## src/rtl/xor_stream_accum.sv

```systemverilog
// xor_stream_accum: registered bitwise XOR of CHANNELS lanes, per beat (MODE=0) or folded
// over a packet ending at IN_LAST (MODE=1). Define XOR_STREAM_PARITY_EN to add OUT_PARITY.
module xor_stream_accum #(
  parameter int WIDTH    = 8,
  parameter int CHANNELS = 4,
  parameter int CNT_W    = 8
) (
  input  logic                      CLK,
  input  logic                      RSTn,
  input  logic                      CLR,
  input  logic                      MODE,
  input  logic                      IN_VALID,
  output logic                      IN_READY,
  input  logic [CHANNELS*WIDTH-1:0] IN_DATA,
  input  logic                      IN_LAST,
  output logic                      OUT_VALID,
  input  logic                      OUT_READY,
  output logic [WIDTH-1:0]          OUT_DATA,
  output logic                      OUT_LAST,
  output logic [CNT_W-1:0]          OUT_COUNT,
`ifdef XOR_STREAM_PARITY_EN
  output logic                      OUT_PARITY,
`endif
  output logic                      dbg_state
);

  // Handshake: a beat transfers on a rising edge where IN_VALID && IN_READY; a result
  // transfers where OUT_VALID && OUT_READY. A held result blocks new beats, and a result
  // may be consumed and replaced on the same edge.
  typedef enum logic {IDLE = 1'b0, ACCUM = 1'b1} state_t;

  state_t             state, state_n;
  logic [WIDTH-1:0]   acc, acc_n;
  logic [CNT_W-1:0]   cnt, cnt_n, cnt_inc;
  logic [WIDTH-1:0]   lane_xor;
  logic               accept;
  logic               load;
  logic [WIDTH-1:0]   load_data;
  logic               load_last;
  logic [CNT_W-1:0]   load_cnt;

  always_comb begin
    lane_xor = '0;
    for (int k = 0; k < CHANNELS; k++) begin
      lane_xor = lane_xor ^ IN_DATA[k*WIDTH +: WIDTH];
    end
  end

  assign IN_READY  = RSTn && !CLR && (!OUT_VALID || OUT_READY);
  assign accept    = IN_VALID && IN_READY;
  assign cnt_inc   = (cnt == {CNT_W{1'b1}}) ? cnt : cnt + 1'b1;
  assign dbg_state = (state == ACCUM);

  // MODE only matters for the first beat of a packet; once in ACCUM it is ignored.
  always_comb begin
    state_n   = state;
    acc_n     = acc;
    cnt_n     = cnt;
    load      = 1'b0;
    load_data = lane_xor;
    load_last = IN_LAST;
    load_cnt  = CNT_W'(1);
    if (CLR) begin
      state_n = IDLE;
      acc_n   = '0;
      cnt_n   = '0;
    end else if (accept) begin
      case (state)
        IDLE: begin
          if (MODE && !IN_LAST) begin
            state_n = ACCUM;
            acc_n   = lane_xor;
            cnt_n   = CNT_W'(1);
          end else begin
            load = 1'b1;
          end
        end
        ACCUM: begin
          if (IN_LAST) begin
            load      = 1'b1;
            load_data = acc ^ lane_xor;
            load_last = 1'b1;
            load_cnt  = cnt_inc;
            state_n   = IDLE;
            acc_n     = '0;
            cnt_n     = '0;
          end else begin
            acc_n = acc ^ lane_xor;
            cnt_n = cnt_inc;
          end
        end
        default: state_n = IDLE;
      endcase
    end
  end

  always_ff @(posedge CLK or negedge RSTn) begin
    if (!RSTn) begin
      state <= IDLE;
      acc   <= '0;
      cnt   <= '0;
    end else begin
      state <= state_n;
      acc   <= acc_n;
      cnt   <= cnt_n;
    end
  end

  // Load only happens on an accept, which already implies the old result is gone or leaving.
  always_ff @(posedge CLK or negedge RSTn) begin
    if (!RSTn) begin
      OUT_VALID <= 1'b0;
      OUT_DATA  <= '0;
      OUT_LAST  <= 1'b0;
      OUT_COUNT <= '0;
    end else if (load) begin
      OUT_VALID <= 1'b1;
      OUT_DATA  <= load_data;
      OUT_LAST  <= load_last;
      OUT_COUNT <= load_cnt;
    end else if (OUT_VALID && OUT_READY) begin
      OUT_VALID <= 1'b0;
    end
  end

`ifdef XOR_STREAM_PARITY_EN
  always_ff @(posedge CLK or negedge RSTn) begin
    if (!RSTn) begin
      OUT_PARITY <= 1'b0;
    end else if (load) begin
      OUT_PARITY <= ^load_data;
    end
  end
`endif

endmodule
```

## config.mk

```make
export PLATFORM = sky130hd
export DESIGN_NAME = xor_stream_accum
export DESIGN_NICKNAME = d
export VERILOG_FILES = /design/src/rtl/xor_stream_accum.sv
export SDC_FILE = /design/constraint.sdc
export NUM_CORES = 1
export LEC_CHECK = 0
export CORE_AREA = 3 3 58 81
export DETAILED_ROUTE_END_ITERATION = 7
export DIE_AREA = 0 0 61 84
export PLACE_DENSITY = 0.83
export SYNTH_ARGS = -nofsm -noshare
export SYNTH_HDL_FRONTEND = slang
export SYNTH_SLANG_ARGS = --single-unit
export TNS_END_PERCENT = 5
```

## constraint.sdc

```tcl
create_clock -name CLK -period 3.25 [get_ports CLK]
set_clock_uncertainty 0.2 [all_clocks]
set_input_delay 0.65 -clock CLK [delete_from_list [all_inputs] [get_ports CLK]]
set_output_delay 0.65 -clock CLK [all_outputs]
set_load 0.02 [all_outputs]
```

# Word-level counts from Yosys, hierarchy flattened
# Cells that the tools add are included.
# word_totals
register_bits	35
inputBits	39
elab_cells	61
# op_classes
eq_ne	2
reduce_logical	12
n_addsub	1
mux	34
n_bitwise	5
# ops
cell	n
$mux W8	17
$pmux W8 S2	2
$xor A8 B8 Y8	4
$mux W1	13
$add A8 B1 Y8 const B	1
$eq A8 B8 Y1 const B	1
$logic_and A1 B1 Y1	5
$pmux W1 S2	2
$reduce_bool A2 Y1	2
$logic_not A1 Y1	3
$ne A3 B3 Y1 const B	1
$reduce_and A2 Y1	1
$logic_or A1 B1 Y1	1
$not A1 Y1	1

# Longest topological paths before layout
# Gate-level depths: netlist (run 1).
# depth
ltp_word	8
ltp_mapped	8
depth_no_buf	6

# Worst setup path before layout (run 1)
# OpenSTA, ideal clock, no wires.
# synth_path
path_type	input to register
startpoint	input port OUT_READY
endpoint	register acc[7]
arrival_time_ns	1.760
stages	6
slack_ns	1.222
t_required_ns	2.983
setup_time_ns	0.067
path_cell_list	nand2b_4 -> nand3_4 -> or4b_1 -> buf_2 -> o21ai_1 -> a32o_2
# synth_between
elab_chain_cells	5
# synth_lines
element	line	text
start: declaration	17	input logic OUT_READY,
$logic_or A1 B1 Y1	49	assign IN_READY = RSTn && !CLR && (!OUT_VALID || OUT_READY);
$logic_and A1 B1 Y1	49	
$logic_and A1 B1 Y1	50	assign accept = IN_VALID && IN_READY;
$reduce_bool A2 Y1 (no source line)	--	
$reduce_and A2 Y1 (no source line)	--	
end signal: assignment	104	acc <= acc_n;
end: declaration	33	logic [WIDTH-1:0] acc, acc_n;
# Every way passes these cells.
# A chain may end at the register's enable or synchronous reset.

# Worst setup path after layout (run 1)
# layout_path
startpoint	input port RSTn
endpoint	output port IN_READY
# layout_between
elab_chain_cells	2
# layout_lines
element	line	text
start: declaration	9	input logic RSTn,
$logic_and A1 B1 Y1 (2 in a row)	49	
end: declaration	13	output logic IN_READY,
# Every way passes these cells.

==> results of run 1 <==
## worst paths after layout
kind                            startpoint     endpoint  slack, ns  cells after the start
worst max-delay path                  RSTn     IN_READY       0.30                      5
worst min register to register    OUT_LAST     OUT_LAST       0.28                      2
worst min-delay path              OUT_LAST     OUT_LAST       0.28                      2
min in group asynchronous             RSTn    OUT_VALID       0.52                      2
worst max register to register   dbg_state  OUT_DATA[2]       1.03                      5
max in group asynchronous             RSTn       acc[4]       1.68                      3
## what timing repair did
| item | CTS | global route |
|---|---|---|
| gates resized for setup | 0 | 0 |
| endpoints found under the hold margin | 2 | 0 |
| hold buffers | 1 | 0 |
## Yosys cell counts, types with 3 or more instances
| cell | n | area (um^2) |
|---|---|---|
| xor2_1 | 12 | 105 |
| and4_1 | 3 | 26.3 |
| o21ai_0 | 17 | 85.1 |
| nand2_1 | 39 | 146 |
| dfrtp_1 | 35 | 876 |
| nand3_1 | 3 | 15.0 |
| a22o_1 | 5 | 43.8 |
| xnor2_1 | 22 | 193 |
| nor2_1 | 6 | 22.5 |
| inv_1 | 3 | 11.3 |
| buf_2 | 5 | 25.0 |
| o21ai_1 | 12 | 60.1 |
| a21oi_1 | 10 | 50.1 |
| and3_1 | 3 | 18.8 |
| a32o_2 | 7 | 78.8 |
## metal layers
layer / GRT usage / part of all wire
met1: 0.233 / 0.40
met2: 0.330 / 0.53
met3: 0.0402 / 0.048
met4: 0.0789 / 0.017
met5: 0 / 0
## registers in the layout (all words and copies together) (netlist names)
signal / cells
OUT_COUNT: 8
cnt: 8
OUT_DATA: 8
OUT_VALID: 1
OUT_LAST: 1
acc: 8
dbg_state: 1
## logic make-up (layout without fill, tap and decap cells)
group / count (synthesis) / after routing
and+or+nand+nor: 68 / 68
DFF: 35 / 35
buffers and inverters: 13 / 76
AOI/OAI and AO/OA: 58 / 58
muxes: 4 / 4
adders and majority gates: 1 / 1
xor gates and xnor gates: 34 / 34
## per-stage QoR
| stage | setup slack [ns] | cell area, um^2 | util | hold WS, ns | total power, uW |
|---|---|---|---|---|---|
| finish | 0.304 | 2760 | 0.687 | 0.283 | 1140 |
| global route | 0.205 | 2760 | 0.687 | 0.305 | 1200 |
| CTS | 0.270 | 2760 | 0.687 | 0.286 | 1150 |
| detailed placement | 0.411 | 2650 | 0.660 | 0.270 | 806 |
| global placement | 0.416 | 2650 | 0.660 | 0.261 | 799 |
| floorplan | 1.22 | 2040 | - | 0.154 | 660 |
## area by class of cell
| type | instances | area share |
|---|---|---|
| Multi-Input combinational cell | 165 | 0.395 |
| Sequential cell | 35 | 0.317 |
| Timing Repair Buffer | 65 | 0.228 |
| Clock buffer | 8 | 0.0362 |
| Tap cell | 43 | 0.0195 |
| Inverter | 3 | 0.00408 |
## where the power goes
part / total (uW) / internal [uW] / switching, uW
Clock: 345 / 193 / 152
Combinational: 305 / 160 / 145
Sequential: 492 / 470 / 21.7
Total: 1140 / 824 / 319
## critical path: stages
cell and delay (ns):
dlygate4sd3_1 0.53, buf_2 0.18, nand2_1 0.06, nor2_1 0.08
clkdlybuf4s50_1 0.60
==> metrics, run 1 <==
total nets after synthesis=253; DR pass1 iterations=4; Area Growth Syn to Fin=35.4%; io pins=59; combinational family with the most area after synthesis=compound AO/OA/AOI/OAI gates; Synth Warn #=0; maximum vdd drop=0.289 mV; antenna violations before repair=0; buffers added on ports=58; Detail Route Antenna Nets=0; setup_tns=0 ns; first-pass GRT wire length=7.73 mm; sequential element share of the synthesized area=0.429; multiplexer share of the synthesized area=0.0208; Overflow after GRT=0; Post-CTS Setup Bufs=0; Post-Synth Simple-Gate Area=0.178; CP Class=in -> out; Synth Area in Compound Gates=0.183; total routed wirelength=4.44 mm; Final Wtd Congestion=0.839; initial core utilization=0.508; cells after synthesis=213; Core Area=4020 um^2; CTS tree=done; n_diodes=0; fin crit period=2.95 ns; Row Count=27; Clock Sink Count=35; worst path required time=2.40 ns; Max-Cap Viols=0; cts bufs inserted=5; Nets=315; Max Clk Rate=339 MHz; Die Height=84 um; Die Width=61 um; Avg Synthesized Cell Area=9.58 um^2; unrepaired setup endpoints after global routing=no; Adder-Cell Fraction of Synth Area=0.00613; pin count of the biggest net entering global routing=36; Post-Layout Cell Count=319; DR iter-0 viols=79; FILL cells=317; critical path peak fanout=5; Post-Synth XOR/XNOR Area=0.146; Residual DRC=0; Multi-input gate area=1090 um^2; Leak=0.00117 uW; Startpoint Class=primary input; die area=5120 um^2; register bit count reported by yosys=35; Power Density=414 nW/um^2; clk_lat worst skew=0.29 ns; register area=876 um^2; Synth async-reset ratio=1.00; Fin. Hold Viols=0; Cell variety after synth=39; H-Tree Depth=2; wire per inst=13.9 um; WP data arrival=2.10 ns; max_slew headroom=0.599; share of layout cells above drive strength 1=0.109; endpoint class of the critical path=output pin; gr usage total=0.195; EDFF count, synth=0; Worst-Margin Slew=0.599 ns; total placed cells including tap cells=310; most frequent cells in the layout=clkdlybuf4s50_1 (57), nand2_1 (39), dfrtp_1 (35); clk root buf=clkbuf_8; status=complete, no violations; ys flop type=dfrtp_1; area of the mapped netlist=2040 um^2; most common cell after layout, fill and taps aside=clkdlybuf4s50_1; vias=1793; Max Buffers Root-to-Sink=2; Min-Delay Path Class=reg -> reg; Via density=5.62; Final setup viols=0; vias in the first global route=1772; Slew Limit Fails=0; period utilization=0.906; clk slew on worst S/H paths=0.07 ns; HPWL Detailed=3.30 mm
No activity file was read; power rests on OpenSTA's default activity.
==> inputs of run 2 (changes only) <==
--- a/config.mk
+++ b/config.mk
@@ -8,6 +8,7 @@
 export CORE_AREA = 3 3 58 81
 export DETAILED_ROUTE_END_ITERATION = 7
 export DIE_AREA = 0 0 61 84
+export GPL_ROUTABILITY_DRIVEN = 0
 export PLACE_DENSITY = 0.83
 export SYNTH_ARGS = -nofsm -noshare
 export SYNTH_HDL_FRONTEND = slang
==> results of run 2 <==
The final DEF is identical to that of run 1; final timing and power are the same.
